**src/rtl/row_col_dec.sv**
```systemverilog
// Two-stage decoder for the DCO row/column capacitor-array code: recovers the
// binary tuning word {R, C}, flags illegal codes and keeps a saturating error count.
module row_col_dec #(
    parameter int unsigned WORD_W = 8,
    parameter int unsigned ROW_W  = 4,
    parameter int unsigned SIZE   = 1 << ROW_W,
    parameter int unsigned ERR_W  = 8
) (
    input  logic              clk,
    input  logic              rst,
    input  logic              en,
    input  logic              in_valid,
    input  logic [SIZE-1:0]   r_all,
    input  logic [SIZE-1:0]   row,
    input  logic [SIZE-1:0]   col,
    input  logic              err_clr,
    output logic [WORD_W-1:0] word,
    output logic              out_valid,
    output logic              err,
    output logic              err_sticky,
    output logic [ERR_W-1:0]  err_cnt,
    output logic              changed
);

    localparam int unsigned CNT_W = ROW_W + 1;

    logic            v1;
    logic [SIZE-1:0] r1;
    logic [SIZE-1:0] row1;
    logic [SIZE-1:0] col1;

    logic [CNT_W-1:0]  zeros;
    logic [CNT_W-1:0]  ones;
    logic [SIZE-1:0]   exp_r;
    logic [SIZE-1:0]   exp_c;
    logic              legal;
    logic [WORD_W-1:0] dec_word;

    // Stage 1: capture the code
    always_ff @(posedge clk or negedge rst) begin
        if (!rst) begin
            v1   <= 1'b0;
            r1   <= '0;
            row1 <= '0;
            col1 <= '0;
        end else if (en) begin
            v1 <= in_valid;
            if (in_valid) begin
                r1   <= r_all;
                row1 <= row;
                col1 <= col;
            end
        end
    end

    // Rebuild the only legal r_all/col patterns for the counted R and C, then compare
    always_comb begin
        zeros = '0;
        ones  = '0;
        exp_r = '0;
        exp_c = '0;
        for (int i = 0; i < SIZE; i++) begin
            zeros = zeros + CNT_W'(!r1[i]);
            ones  = ones + CNT_W'(col1[i]);
        end
        for (int i = 0; i < SIZE; i++) begin
            exp_r[i] = (CNT_W'(i) >= zeros);
            if (zeros[0]) begin
                exp_c[i] = ((CNT_W'(i) + ones) >= CNT_W'(SIZE));
            end else begin
                exp_c[i] = (CNT_W'(i) < ones);
            end
        end
        // r1 MSB set bounds zeros to SIZE-1, so the low ROW_W bits are the full row index
        legal = r1[SIZE-1]
              && (r1 == exp_r)
              && (row1 == (SIZE'(1) << zeros[ROW_W-1:0]))
              && (col1 == exp_c)
              && (ones < CNT_W'(SIZE));
        dec_word = WORD_W'({zeros[ROW_W-1:0], ones[ROW_W-1:0]});
    end

    // Stage 2: decoded word and per-decode flags
    always_ff @(posedge clk or negedge rst) begin
        if (!rst) begin
            word      <= '0;
            out_valid <= 1'b0;
            err       <= 1'b0;
            changed   <= 1'b0;
        end else if (en) begin
            out_valid <= v1;
            err       <= 1'b0;
            changed   <= 1'b0;
            if (v1) begin
                if (legal) begin
                    word    <= dec_word;
                    changed <= (dec_word != word);
                end else begin
                    err <= 1'b1;
                end
            end
        end
    end

    // Error bookkeeping; clear works even while the pipeline is stalled
    always_ff @(posedge clk or negedge rst) begin
        if (!rst) begin
            err_sticky <= 1'b0;
            err_cnt    <= '0;
        end else if (err_clr) begin
            err_sticky <= 1'b0;
            err_cnt    <= '0;
        end else if (en && v1 && !legal) begin
            err_sticky <= 1'b1;
            if (err_cnt != {ERR_W{1'b1}}) begin
                err_cnt <= err_cnt + ERR_W'(1);
            end
        end
    end

endmodule

```
**config.mk**
```make
export PLATFORM = sky130hd
export DESIGN_NAME = row_col_dec
export DESIGN_NICKNAME = d
export VERILOG_FILES = /design/src/rtl/row_col_dec.sv
export SDC_FILE = /design/constraint.sdc
export NUM_CORES = 1
export LEC_CHECK = 0
export ABC_CLOCK_PERIOD_IN_PS = 16700
export CAP_MARGIN = 10
export CORE_MARGIN = 2
export CORE_UTILIZATION = 60
export DETAILED_ROUTE_END_ITERATION = 8
export HOLD_SLACK_MARGIN = 0.05
export PLACE_DENSITY = 0.83
export SLEW_MARGIN = 20
export SYNTH_ARGS = -nofsm -noshare
export SYNTH_HDL_FRONTEND = slang
export SYNTH_SLANG_ARGS = --single-unit
```
**constraint.sdc**
```tcl
create_clock -name clk -period 16.7 [get_ports clk]
set_input_delay 5.01 -clock clk [delete_from_list [all_inputs] [get_ports clk]]
set_output_delay 5.01 -clock clk [all_outputs]
set_load 0.02 [all_outputs]
```
After elaboration in Yosys (flattened, before gate mapping)

Cells that the tools add are included.

Bits of input ports: 53
Register bits: 69
Output and inout port bits: 20
Logic and storage cells: 164

Equal/unequal tests: 5
Multiplexer cells: 25
Shifts and indexed selects: 1
Add/subtract/negate cells: 46
Reduce and logical (&&, ||, !) cells: 28
Magnitude comparators: 49

Operator list:

| kind                                                              | number |
|---|---|
| adder 5 x 1 -> 5 bit                                              | 22 |
| greater-or-equal comparator 5 bit (second input constant)         | 16 |
| == test 16 bit                                                    | 3 |
| adder 4 x 5 -> 5 bit (first input constant)                       | 8 |
| greater-or-equal comparator 4 x 5 -> 1 bit (first input constant) | 8 |
| less-than comparator 4 x 5 -> 1 bit (first input constant)        | 8 |
| two-way mux 8 bit                                                 | 3 |
| two-way mux 1 bit                                                 | 22 |
| adder 3 x 5 -> 5 bit (first input constant)                       | 4 |
| greater-or-equal comparator 3 x 5 -> 1 bit (first input constant) | 4 |
| less-than comparator 3 x 5 -> 1 bit (first input constant)        | 4 |
| logical NOT 1 bit                                                 | 17 |
| left shift 1 x 4 -> 16 bit (first input constant)                 | 1 |
| adder 2 x 5 -> 5 bit (first input constant)                       | 2 |
| adder 4 x 1 -> 5 bit                                              | 2 |
| greater-or-equal comparator 1 x 5 -> 1 bit (first input constant) | 2 |
| greater-or-equal comparator 2 x 5 -> 1 bit (first input constant) | 2 |
| less-than comparator 1 x 5 -> 1 bit (first input constant)        | 2 |
| less-than comparator 2 x 5 -> 1 bit (first input constant)        | 2 |
| adder 3 x 1 -> 4 bit                                              | 2 |
| adder 8 x 1 -> 8 bit (second input constant)                      | 1 |
| inequality test 8 bit                                             | 1 |
| inequality test 8 bit (second input constant)                     | 1 |
| adder 2 x 1 -> 3 bit                                              | 2 |
| other kinds (7)                                                   | 15 |

Depth between registers and ports, before layout

Gate-level depths: netlist of the first run.

Depth in word-level cells: 26
Depth in mapped cells: 27
Mapped depth without buffers: 24

Worst setup path before layout of the first run

No wires, ideal clock.

Path type: register to register
Start: register col1[0]
End: register word[4]
Arrival: 6.223 ns
Setup slack: 10.349 ns
Cell stages (with the launch flop): 26
Setup time: 0.128 ns
Period minus slack after synthesis: 6.351 ns
Cells stage by stage: dfrtp_1 -> inv_1 -> fa_1 -> fa_1 -> fa_1 -> fa_1 -> inv_1 -> ha_1 -> buf_6 -> clkbuf_1 -> or2_2 -> a21o_1 -> and2_1 -> inv_1 -> ha_1 -> nand2b_1 -> nor3_1 -> nor3_1 -> a211oi_1 -> nand4_1 -> or4_1 -> or4_4 -> nor3_4 -> and2b_1 -> buf_6 -> mux2_1

Word-level cells in the longest chain between the ends: 22
Elaborated cells on any way between the ends: 83
Classes of those cells: 30 x add/sub; 33 x order compare; 1 x eq/ne; 16 x mux; 3 x reduce/logical

RTL lines:

| item                                         | line | text |
|---|---|---|
| from (decl)                                  | 30   | `logic [SIZE-1:0] col1;` |
| from (signal assigned)                       | 51   | `col1 <= col;` |
| adder 1 x 1 -> 2 bit                         | 64   | `ones = ones + CNT_W'(col1[i]);` |
| adder 2 x 1 -> 3 bit                         | 64   |  |
| adder 3 x 1 -> 4 bit                         | 64   |  |
| adder 4 x 1 -> 5 bit                         | 64   |  |
| adder 5 x 1 -> 5 bit (11 in a row)           | 64   |  |
| adder 1 x 5 -> 5 bit (tied with other cells) | 69   | `exp_c[i] = ((CNT_W'(i) + ones) >= CNT_W'(SIZE));` |
| greater-or-equal comparator 5 bit            | 69   |  |
| two-way mux 1 bit                            | 68   | `if (zeros[0]) begin` |
| == test 16 bit                               | 78   | `&& (col1 == exp_c)` |
| logical AND 1 bit                            | 78   |  |
| logical AND 1 bit *                          | 79   | `&& (ones < CNT_W'(SIZE));` |
| AND reduction 3 bit (no line) *              | -    |  |
| to (signal assigned)                         | 96   | `word <= dec_word;` |
| to (decl)                                    | 17   | `output logic [WORD_W-1:0] word,` |

Mark *: on every way between the ends. The rest lies on a longest branch, timed or not.
A chain may end at the register's enable or synchronous reset.

Final worst setup path of the first run

Start: register r1[0]
End: register word[0]

Word-level cells in the longest chain between the ends: 23
Elaborated cells on any way between the ends: 57
Classes of those cells: 15 x add/sub; 16 x order compare; 3 x eq/ne; 1 x shift; 16 x mux; 6 x reduce/logical

RTL lines:

| item                                                               | line | text |
|---|---|---|
| from (decl)                                                        | 28   | `logic [SIZE-1:0] r1;` |
| from (signal assigned)                                             | 49   | `r1 <= r_all;` |
| logical NOT 1 bit                                                  | 63   | `zeros = zeros + CNT_W'(!r1[i]);` |
| adder 1 x 1 -> 2 bit                                               | 63   |  |
| adder 2 x 1 -> 3 bit                                               | 63   |  |
| adder 3 x 1 -> 4 bit                                               | 63   |  |
| adder 4 x 1 -> 5 bit                                               | 63   |  |
| adder 5 x 1 -> 5 bit (11 in a row)                                 | 63   |  |
| greater-or-equal comparator 1 x 5 -> 1 bit (tied with other cells) | 67   | `exp_r[i] = (CNT_W'(i) >= zeros);` |
| == test 16 bit                                                     | 76   | `&& (r1 == exp_r)` |
| logical AND 1 bit                                                  | 76   |  |
| logical AND 1 bit                                                  | 77   | `&& (row1 == (SIZE'(1) << zeros[ROW_W-1:0]))` |
| logical AND 1 bit *                                                | 78   |  |
| logical AND 1 bit *                                                | 79   |  |
| AND reduction 3 bit (no line) *                                    | -    |  |

Marks and branches as above.

==> results.sh, run 1 <==
export IMPL_ys_top_cells_by_area="dfrtp_1 (30%), mux2_2 (10%), fa_1 (6.9%)"
export IMPL_slew_viol_final=0
export IMPL_synth_compound_gate_area_share_pct=18.1
export IMPL_dieArea_um2=10500
export IMPL_synth_edf_count=0
export IMPL_drt_wirelength_per_cell_um=20.5
export IMPL_cts_resized=0
export IMPL_grt_pass1_wl_mm=26.6
export IMPL_synthAdderAreaFrac_pct=9.64
export IMPL_num_antenna_cells=0
export IMPL_critPathLaunchType="flip-flop"
export IMPL_wirelength_mm=16.9
export IMPL_syn_inst=639
export IMPL_cts_buffers=9
export IMPL_ys_flop_type="dfrtp_1"
export IMPL_ys_top_cells_by_count="dfrtp_1 (69), inv_1 (62), mux2_2 (53), nand2_1 (37), nor2_1 (36)"
export IMPL_fin_crit_ns=7.66
export IMPL_yosys_area_share_simple_pct=17.3
export IMPL_clk_pin_slew_ns=0.08
export IMPL_avgSynthCellArea_um2=9.10
export IMPL_grt_setup_unrepaired="false"
export IMPL_drt_iter0_drc=519
export IMPL_via_count=5336
export IMPL_postRouteAntennaNets=0
export IMPL_final_layout_size_suffix_gt1_share_pct=13.3
export IMPL_htree_levels=3
export IMPL_synth_most_common_cell="dfrtp_1"
export IMPL_hold_violations=0
export IMPL_skew_ns=0.0138
export IMPL_worstPathRequired_ns=16.93
export IMPL_antenna_found_initial=0
export IMPL_cts_tree="done"
export IMPL_synth_mux_area_share_pct=13.3
export IMPL_cts_setup_buffers=0
export IMPL_cts_hold_buf=0
export IMPL_die_y_um=102
export IMPL_overflow=0
export IMPL_critPathKind="reg2reg"
export IMPL_num_rows=35
export IMPL_initial_utilization_pct=62.3
export IMPL_synth_xor_area_share_pct=4.82
export IMPL_root_buffer="clkbuf_8"
export IMPL_clkSinkCount=69
export IMPL_crit_arrival_ns=7.89
export IMPL_core_area_um2=9330
export IMPL_critPathCaptureType="flip-flop"
export IMPL_synth_top_family_by_area="compound AO/OA/AOI/OAI gates"
export IMPL_ios=73
export IMPL_synth_cell_types=78
export IMPL_yosys_area_top_type="dfrtp_1"
export IMPL_clk_latency_ns=0.35
export IMPL_gp_congestion=1.07
export IMPL_hold_path_class="reg2reg"
export IMPL_setup_tns_final_ns=0
export IMPL_drtPass1Iterations=7
export IMPL_status="finished clean"
export IMPL_drt_drc_violations_left=0
export IMPL_regArea_um2=1730
export IMPL_syn_area_um2=5810
export IMPL_maxCapViolCount=0
export IMPL_fillers=711
export IMPL_async_flop_share_pct=100
export IMPL_grtUsageTotal_pct=33.4
export IMPL_synthToLayoutAreaGrowth_pct=16.1
export IMPL_synth_nets=724
export IMPL_grt_pass1_vias=5143
export IMPL_finalSetupViolCount=0
export IMPL_path_max_fanout=19
export IMPL_synth_seq_cells=69
export IMPL_portBuffers=72
export IMPL_die_width_um=102
export IMPL_ys_seq_area_share_pct=29.7
export IMPL_cts_max_path_buffers=2
export IMPL_final_nets=774
export IMPL_tightest_slew_ns=1.08
export IMPL_finalCritPeriodShare_pct=45.8
export IMPL_dp_hpwl_mm=12.7
export IMPL_multi_input_area_um2=3680
export IMPL_yosysTopAreaCellShare_pct=29.7
export IMPL_grt_start_max_net_pins=70
export IMPL_slew_headroom_pct=27.5
export IMPL_ys_warnings_count=0
export IMPL_viasPerCell=6.48
export IMPL_fmaxAchievable_mhz=131
## metrics by stage
stage	util, %	setup slack [ns]	hold WS [ns]	cells	cell area (µm²)
global placement	70.2	9.13	0.491	807	6550
global route	72.4	8.57	0.530	823	6750
detailed placement	70.2	9.11	0.495	807	6550
finish	72.4	9.04	0.509	823	6750
CTS	72.3	9.10	0.514	823	6740
floorplan	-	10.35	0.479	639	5810
## critical path: stages, from the launching register on
cell and delay, ns:
dfrtp_1 0.47, fa_1 0.56, inv_1 0.05, fa_1 0.53
fa_1 0.44, fa_1 0.52, ha_1 0.24, inv_1 0.08
fa_1 0.68, xor2_1 0.95, nand2_1 0.19, nand2_1 0.16
o311a_1 0.16, nand4_1 0.08, or4_1 0.53, or4_4 0.56
nor3_4 0.49, and2b_1 0.46, mux2_1 0.37
## sequential cells by signal (all words and copies together), names as in the netlist
name,count
col1,16
changed,1
err,1
err_sticky,1
row1,16
out_valid,1
v1,1
err_cnt,8
word,8
r1,16
## cells in the final DEF, fill, tap and decap left out, types with 13 or more instances in the layout
cell type and instances:
mux2_2 53, xnor2_1 26, nand2b_1 13, o21ai_0 23, nor3_1 20, inv_1 62
clkdlybuf4s50_1 71, fa_1 20, nand2_1 36, nor2_1 36, a21oi_1 26, nand3_1 20
dfrtp_1 69
## logic make-up (layout without fill, tap and decap cells)
family,count (synthesis),in the layout
AO/OA/AOI/OAI,149,149
XOR/XNOR,32,32
adder cells (fa/ha/maj),33,33
buffers and inverters,100,155
flip-flops,69,69
multiplexers,69,69
AND/OR/NAND/NOR,187,187
## layer usage
metal	global-route usage [%]	up-vias	part of all wire, %
li1	-	2401	-
met1	48.0	2574	42
met5	0	-	0
met3	7.59	39	10
met4	10.1	0	2.2
met2	50.5	322	46
## path summary, 6_finish.rpt
path	from	endpoint	slack (ns)	depth (start not counted)
worst max-delay path	r1[0]$_DFFE_PN0P_	word[0]$_DFFE_PN0P_	9.04	18
worst max register to register	r1[0]$_DFFE_PN0P_	word[0]$_DFFE_PN0P_	9.04	18
worst min-delay path	col1[12]$_DFFE_PN0P_	col1[12]$_DFFE_PN0P_	0.51	1
max in group asynchronous	rst	col1[15]$_DFFE_PN0P_	11.24	2
min in group asynchronous	rst	word[7]$_DFFE_PN0P_	4.84	2
worst min register to register	col1[12]$_DFFE_PN0P_	col1[12]$_DFFE_PN0P_	0.51	1
## layout make-up
class	count	area share (%)
clock buffers	9	1.84
clock inverters	7	1.09
inverters	63	3.50
multi-input cells	470	54.5
flip-flops and latches	69	25.6
well taps	129	2.39
repair buffers	76	11.0
Power of run 1 is left out: the tool's default activity adds up to more than one toggle a clock period on the data nets, which glitch-free logic cannot reach.
==> inputs of run 2 (changes only) <==
Settings changed: ABC_CLOCK_PERIOD_IN_PS 16700 to 6700, CORE_UTILIZATION 60 to 52, PLACE_DENSITY 0.83 to 0.77.
Clock period 16.7 ns to 6.7 ns, I/O delays scaled along.
==> results.sh, run 2 (synthesis results as in run 1) <==
export IMPL_dieArea_um2=12000
export IMPL_fillers=881
export IMPL_critPathKind="reg2reg"
export IMPL_final_common_cell="clkdlybuf4s50_1"
export IMPL_gp_congestion=0.954
export IMPL_hold_path_class="reg2reg"
export IMPL_skew_ns=0.0219
export IMPL_clkSinkCount=69
export IMPL_cts_tree="done"
export IMPL_grt_start_max_net_pins=70
export IMPL_path_cells="inv_1 > fa_1 > fa_1 > fa_1 > fa_1 > ha_1 > inv_1 > fa_2 > o21ai_0 > or3b_1 > a2111oi_2 > nand4_1 > or4_1 > or4_4 > nor3_4 > and2b_2 > buf_12 > mux2_1"
export IMPL_core_area_um2=10900
export IMPL_cts_hold_buf=0
export IMPL_path_max_fanout=9
export IMPL_slew_headroom_pct=40.4
export IMPL_grt_pass1_wl_mm=28.0
export IMPL_drt_wirelength_per_cell_um=20.6
export IMPL_root_buffer="clkbuf_8"
export IMPL_maxCapViolCount=0
export IMPL_cts_max_path_buffers=2
export IMPL_grt_use_met1_pct=46.1
export IMPL_initial_utilization_pct=53.4
export IMPL_fmaxAchievable_mhz=155
export IMPL_slew_viol_final=0
export IMPL_use_met3_pct=5.99
export IMPL_reg_top3="col1: 16 flops, r1: 16 flops, row1: 16 flops"
export IMPL_worstPathRequired_ns=6.93
export IMPL_num_rows=38
export IMPL_wirelength_mm=18.0
export IMPL_antenna_found_initial=0
export IMPL_postRouteAntennaNets=0
export IMPL_cp_top_family="adder cells"
export IMPL_critPathLaunchType="flip-flop"
export IMPL_critPathCaptureType="flip-flop"
export IMPL_most_common_layout_cells="clkdlybuf4s50_1 (71), dfrtp_1 (68), inv_1 (60)"
export IMPL_max_stage_delay_ns=0.60
export IMPL_pre_cts_ws_ns=0.0351
export IMPL_drtPass1Iterations=5
export IMPL_die_width_um=110
export IMPL_status="finished clean"
export IMPL_drt_iter0_drc=540
export IMPL_grt_pass1_vias=5159
export IMPL_drt_drc_violations_left=0
export IMPL_die_y_um=110
export IMPL_overflow=0
export IMPL_finalCritPeriodShare_pct=96.5
export IMPL_critPathBufInv=3
export IMPL_grt_use_met2_pct=46.2
export IMPL_htree_levels=3
export IMPL_place_area_um2=6850
export IMPL_final_layout_size_suffix_gt1_share_pct=19.9
export IMPL_clk_pin_slew_ns=0.08
export IMPL_design_area_um2=7170
export IMPL_cts_buffers=9
export IMPL_portBuffers=72
export IMPL_cp_common_cell="fa_1"
export IMPL_hold_violations=0
export IMPL_viasPerCell=6.14
export IMPL_ios=73
export IMPL_crit_arrival_ns=6.69
export IMPL_grt_busiest_layer="met2"
export IMPL_grtUsageTotal_pct=30.9
export IMPL_setup_tns_final_ns=0
export IMPL_fin_ws_ns=0.234
export IMPL_clk_latency_ns=0.37
export IMPL_dp_hpwl_mm=13.9
export IMPL_num_antenna_cells=0
export IMPL_tightest_slew_ns=0.894
export IMPL_synthToLayoutAreaGrowth_pct=23.4
export IMPL_fin_crit_ns=6.47
export IMPL_cpMaxStageDelayCell="fa_2"
export IMPL_hold_ws_ns=0.511
export IMPL_finalSetupViolCount=0
export IMPL_via_count=5356
export IMPL_final_nets=812
run 2: final timing paths:
check,slack (ns),to,from,cells after the start
worst min-delay path,0.51,col1[5]$_DFFE_PN0P_,col1[5]$_DFFE_PN0P_,1
worst max-delay path,0.23,word[0]$_DFFE_PN0P_,r1[5]$_DFFE_PN0P_,18
worst max register to register,0.23,word[0]$_DFFE_PN0P_,r1[5]$_DFFE_PN0P_,18
worst min register to register,0.51,col1[5]$_DFFE_PN0P_,col1[5]$_DFFE_PN0P_,1
min in group asynchronous,1.84,r1[3]$_DFFE_PN0P_,rst,2
max in group asynchronous,4.21,col1[9]$_DFFE_PN0P_,rst,2
run 2: final cells by class:
cell class              count  area [µm²]  share of cell area (%)
repair buffers            114        1060                    14.7
flip-flops and latches     69        1730                    24.1
multi-input cells         470        3740                    52.2
well taps                 140         175                    2.44
clock inverters             6        93.8                    1.31
clock buffers              10         138                    1.92
inverters                  63         236                    3.30
run 2: timing repair:
action,CTS,global route
gates resized for setup,1,16
endpoints found under the setup margin,7,19
pin swaps,0,7
buffers inserted,1,2
run 2: stage by stage:
stage	util, %	std cells
finish	65.9	872
global route	65.9	872
CTS	65.1	870
detailed placement	62.9	853
global placement	62.9	853
floorplan	-	639
run 2: layer usage:
layer  vias up  wire (µm)
met1      2604       8250
li1       2477          -
met2       253       7970
met4         0        239
met5         -          0
met3        22       1510
Power of run 2 is left out for the same reason.
